## config.mk

```make
export PLATFORM = sky130hd
export DESIGN_NAME = system_0_sysid_timeout_cnt
export DESIGN_NICKNAME = d
export VERILOG_FILES = /design/src/rtl/system_0_sysid_pkg.sv /design/src/rtl/system_0_sysid_timeout_cnt.sv
export SDC_FILE = /design/constraint.sdc
export NUM_CORES = 1
export LEC_CHECK = 0
export ABC_AREA = 0
export CORE_UTILIZATION = 50
export DETAILED_ROUTE_END_ITERATION = 12
export PLACE_DENSITY = 0.78
export SLEW_MARGIN = 20
export SYNTH_ARGS = -nofsm -noshare
export SYNTH_HDL_FRONTEND = slang
export SYNTH_SLANG_ARGS = --single-unit
export TNS_END_PERCENT = 1
```

## constraint.sdc

```tcl
create_clock -name clock -period 2.4 [get_ports clock]
set_input_delay 0.36 -clock clock [delete_from_list [all_inputs] [get_ports clock]]
set_output_delay 0.36 -clock clock [all_outputs]
set_load 0.05 [all_outputs]
```

## src/rtl/system_0_sysid_pkg.sv

```systemverilog
// Shared types and constants for the system ID / timestamp checker.
package system_0_sysid_pkg;

  typedef enum logic [1:0] {
    IDLE,
    RD_ID,
    RD_TS,
    DONE
  } state_t;

  localparam logic ADDR_ID = 1'b0;
  localparam logic ADDR_TS = 1'b1;

  localparam logic [31:0] DEF_ID = 32'h0000_0000;
  localparam logic [31:0] DEF_TS = 32'd1720305019;

  localparam int CNT_W = 16;

endpackage

```

## src/rtl/system_0_sysid_timeout_cnt.sv

```systemverilog
// Stall counter; expires on a stall cycle once limit stalls were tolerated.
module system_0_sysid_timeout_cnt
  import system_0_sysid_pkg::*;
(
  input  logic             clock,
  input  logic             reset,
  input  logic             clear,
  input  logic             enable,
  input  logic [CNT_W-1:0] limit,
  output logic             expired
);

  logic [CNT_W-1:0] count;

  assign expired = enable && (count == limit);

  always_ff @(posedge clock) begin
    if (reset || clear) begin
      count <= '0;
    end else if (enable && !expired) begin
      count <= count + 1'b1;
    end
  end

endmodule

```

## After elaboration in Yosys (flattened, before gate mapping)

Index checks and enable logic that the tools add are counted.

| cells by class | value |
|---|---|
| add/sub/neg operators | 1 |
| multiply operators | 0 |
| divide/modulo/power cells | 0 |
| magnitude comparators | 0 |
| equality and inequality tests | 1 |
| shift-type cells | 0 |
| mux-type cells | 0 |
| bitwise gates (word level) | 0 |
| reduce and logical (&&, ||, !) cells | 4 |

Operators with widths:

| kind | count |
|---|---|
| $add 16x1->16 const B | 1 |
| $eq 16x16->1 | 1 |
| $logic_and 1x1->1 | 2 |
| $logic_not 1->1 | 1 |
| $logic_or 1x1->1 | 1 |

| storage, ports and cells | value |
|---|---|
| register bits after elaboration | 16 |
| latch bits | 0 |
| memory bits (writable) | 0 |
| bits in read-only memories | 0 |
| output and inout bits | 1 |
| word-level logic and storage cells | 7 |
| memories | 0 |

## Longest topological paths before layout

| logic depth | value |
|---|---|
| depth in word-level cells | 4 |
| mapped depth | 7 |
| gate-level depth less buffers | 5 |

## Worst setup path after synthesis

Ideal clock, no wire load.

| timing path | value |
|---|---|
| path kind | reg-to-reg |
| start point | register count[0] |
| end point | register count[0] |
| arrival | 1.611 ns |
| required time | 2.275 ns |
| slack | 0.665 ns |
| cell stages (with the launch flop) | 8 |
| path buffers | 2 |
| clock period less this slack | 1.735 ns |
| cells stage by stage | dfxtp_1 -> xnor2_1 -> nand4_1 -> o41ai_4 -> buf_6 -> buf_12 -> xor2_1 -> nor2_1 |

| between the ends | value |
|---|---|
| longest elaborated chain between the ends | 4 |
| elaborated cells between the ends (all ways) | 5 |
| classes of those cells | add/sub (1); eq/ne (1); reduce/logical (3) |

RTL lines:

| what | RTL line | RTL |
|---|---|---|
| start: declaration | system_0_sysid_timeout_cnt.sv:13 | `logic [CNT_W-1:0] count;` |
| start signal: assignment | system_0_sysid_timeout_cnt.sv:21 | `count <= count + 1'b1;` |
| parallel branches: the longest is 4 deep, another holds $add 16x1->16 | - |  |

Parallel ways; which one is timed is not known.
A chain may end at the register's enable or synchronous reset.

## Worst setup path in the final report

| timing path | value |
|---|---|
| start point | input port limit[5] |
| end point | output port expired |

| between the ends | value |
|---|---|
| longest elaborated chain between the ends | 2 |

RTL lines:

| what | RTL line | RTL |
|---|---|---|
| start: declaration | system_0_sysid_timeout_cnt.sv:9 | `input logic [CNT_W-1:0] limit,` |
| $eq 16x16->1 | system_0_sysid_timeout_cnt.sv:15 | `assign expired = enable && (count == limit);` |
| $logic_and 1x1->1 | system_0_sysid_timeout_cnt.sv:15 |  |
| end: declaration | system_0_sysid_timeout_cnt.sv:10 | `output logic expired` |

Every way passes these cells.

==> qor.txt <==
Status: completed
NumNets Final: 158
Final core occ: 0.654
Final Hold Viols: 0
Seq. cell area: 320 um2
Filler Cell Count: 168
Largest regs: count x16
Met2 Routed Length: 1030 um
Cell chain of the critical path: clkdlybuf4s50_1 -> xnor2_1 -> nand4_1 -> nor2_1 -> and3_1 -> buf_12
CP max-delay cell: clkdlybuf4s50_1
Final Setup Violations: 0
Hold Buf Count CTS: 0
Mapped Area: 1020 um2
P&R area growth vs syn: 23.9%
Pin count of the biggest net entering global routing: 32
HPWL Detailed: 1650 um
Fmax: 494 MHz
Ports: 21
All-Layer GR Usage: 0.206
Routed length per instance: 13.3 um
Die area: 2230 um2
Port Buf Inserts: 20
Initial core utilization: 0.528
Reg2Reg Setup Slack: 0.62 ns
Fin crit period: 2.02 ns
Mapped Cells: 116
First-pass DRT Iterations: 4
Clock Skews: 0.00194 ns
Mapped Nets: 137
First-pass GRT wire length: 3100 um
Worst-Margin Slew: 0.372 ns
Clock sinks: 16
Fraction of the mapped netlist area in simple logic gates: 0.267
Crit share post-route: 0.843
TritonCTS clock tree: done
Post-synthesis cell type count: 28
Clock Tree Buf Depth: 2
Delay-heaviest family, CP: buffers and inverters
Post-route DRC: 0
Diodes inserted: 0
CP Data Required Time: 2.04 ns
Clock buffer count from CTS: 3
Adder-cell share of the synthesized area: 0.0122
Max stage delay on crit path: 0.50 ns
Die H: 47.3 um
Setup CP Type: input pin to output pin
Post CTS Setup Buffer Count: 0
Synth Area in Compound Gates: 0.205
Largest family of logic cells by synthesized area: simple AND/OR/NAND/NOR gates
PD cells: 418 nW/um2
Multi-input logic area: 646 um2
CTS H-tree lvls: 1
Wire length on met1: 1020 um
Clock Latency Late Sink: 0.30 ns
Mux share of post-synthesis cell area: 0
Final worst setup slack: 0.377 ns
Register area share after synthesis: 0.313
Via count: 905
Final Max Slew Viols: 0
Setup_tns: 0 ns
Max reg flops: 16
Highest Signal Layer: met4
Worst min path class: register to register
RSZ-0062 raised after global routing: false
CP bufs+invs: 2
Post-CTS Resized: 0
Detailed Route Iter0 Violations: 11
CP Max Fanout: 2
Most flop-heavy register: count
Wirelength, routed: 2170 um
Core Region: 1940 um2
Placer congestion estimate: 0.792
Total of max-cap violations: 0
Vias in the first global route: 724
Worst hold slack: 0.511 ns
Share of layout cells above drive strength 1: 0.184
Synth Register Bits: 16
Initial antenna violation count: 0
Design Area, Final: 1270 um2
Setup crit end kind: output pin
Mean post-synth cell area: 8.83 um2
Slew headroom: 0.751
Leakage: 0.000386 uW
Row count: 16
Number of vias per cell: 5.55
CP startpoint kind: input pin
Clk pin slew, worst setup/hold paths: 0.10 ns
Maximum vdd drop: 282 uV
Pre-CTS setup slack: 0.196 ns
Post-DP Area: 1230 um2
CTS Root Cell: clkbuf_4
WP data arrival: 1.66 ns
Yosys warning count: 0
Die W: 47.3 um
Met3 WL: 88 um
Post-route ant nets: 0
GRT overflow: 0
XOR/XNOR share of the synthesized area: 0.145
## synth_stat cells
cell type,instances,area share
or3_1,1,0.0061
and2_1,1,0.0061
ha_1,1,0.012
buf_12,1,0.020
o21ai_1,2,0.0098
nand3_1,6,0.029
o21ai_2,5,0.043
xor2_1,1,0.0085
and3_2,3,0.022
dfxtp_1,16,0.31
or3_2,7,0.051
or2_2,1,0.0061
buf_6,2,0.022
clkbuf_1,1,0.0037
nand4_1,4,0.024
xnor2_1,16,0.14
dlygate4sd1_1,1,0.0085
o31ai_1,6,0.044
nand2_1,9,0.033
or4_1,6,0.044
and3_1,3,0.018
a21oi_2,1,0.0085
inv_1,1,0.0037
o21ai_0,2,0.0098
a21oi_1,13,0.063
nand4_2,1,0.012
nor2_1,4,0.015
o41ai_4,1,0.027
## final timing paths
check / startpoint / end / depth (start not counted)
worst max-delay path: limit[5] / expired / 6
worst min-delay path: count[15] / count[15] / 2
worst max register to register: count[0] / count[0] / 6
worst min register to register: count[15] / count[15] / 2
## layout make-up
type | instances | share of cell area
clock buffer | 4 | 0.0286
inverter | 1 | 0.00296
multi-input combinational | 94 | 0.508
sequential | 16 | 0.252
tap | 27 | 0.0266
timing repair buffer | 21 | 0.181
## cells in the final DEF (no fill, tap or decap), drive strengths merged, types with 4 or more instances in the layout
cell type	instances
and3	6
clkdlybuf4s50	19
nand4	5
o21ai	9
o31ai	6
clkbuf	4
xnor2	16
nor2	4
nand3	6
dfxtp	16
nand2	9
or4	6
a21oi	14
or3	8
## routing by layer
metal	track usage	vias up
met5	0	-
met4	0.103	0
met3	0.0346	4
met2	0.321	17
met1	0.272	418
li1	-	466
## power breakdown
part           switching [uW]  internal [uW]
Combinational            28.4           44.3
Sequential               1.98            267
Clock                    97.5           92.6
Total                     128            403
## worst reg2reg max path, delay by kind of cell (launching register included)
kind	cells	cell delay (ns)
AOI/OAI and AO/OA	1	0.44
xor gates and xnor gates	2	0.31
buffers and inverters	1	0.22
DFF	1	0.46
and+or+nand+nor	2	0.24
## cells by family (layout without fill, tap and decap cells)
group	after synthesis	count (layout)
AO/OA/AOI/OAI	30	30
XOR/XNOR	17	17
adder cells (fa/ha/maj)	1	1
buffers and inverters	6	26
flip-flops	16	16
AND/OR/NAND/NOR	46	46
## per-stage QoR
step                std cells  total power [uW]
floorplan                 116               312
detailed placement        159               348
finish                    163               531
global route              163               549
CTS                       163               534
global placement          159               346
Power figures use the tool's default switching activity.
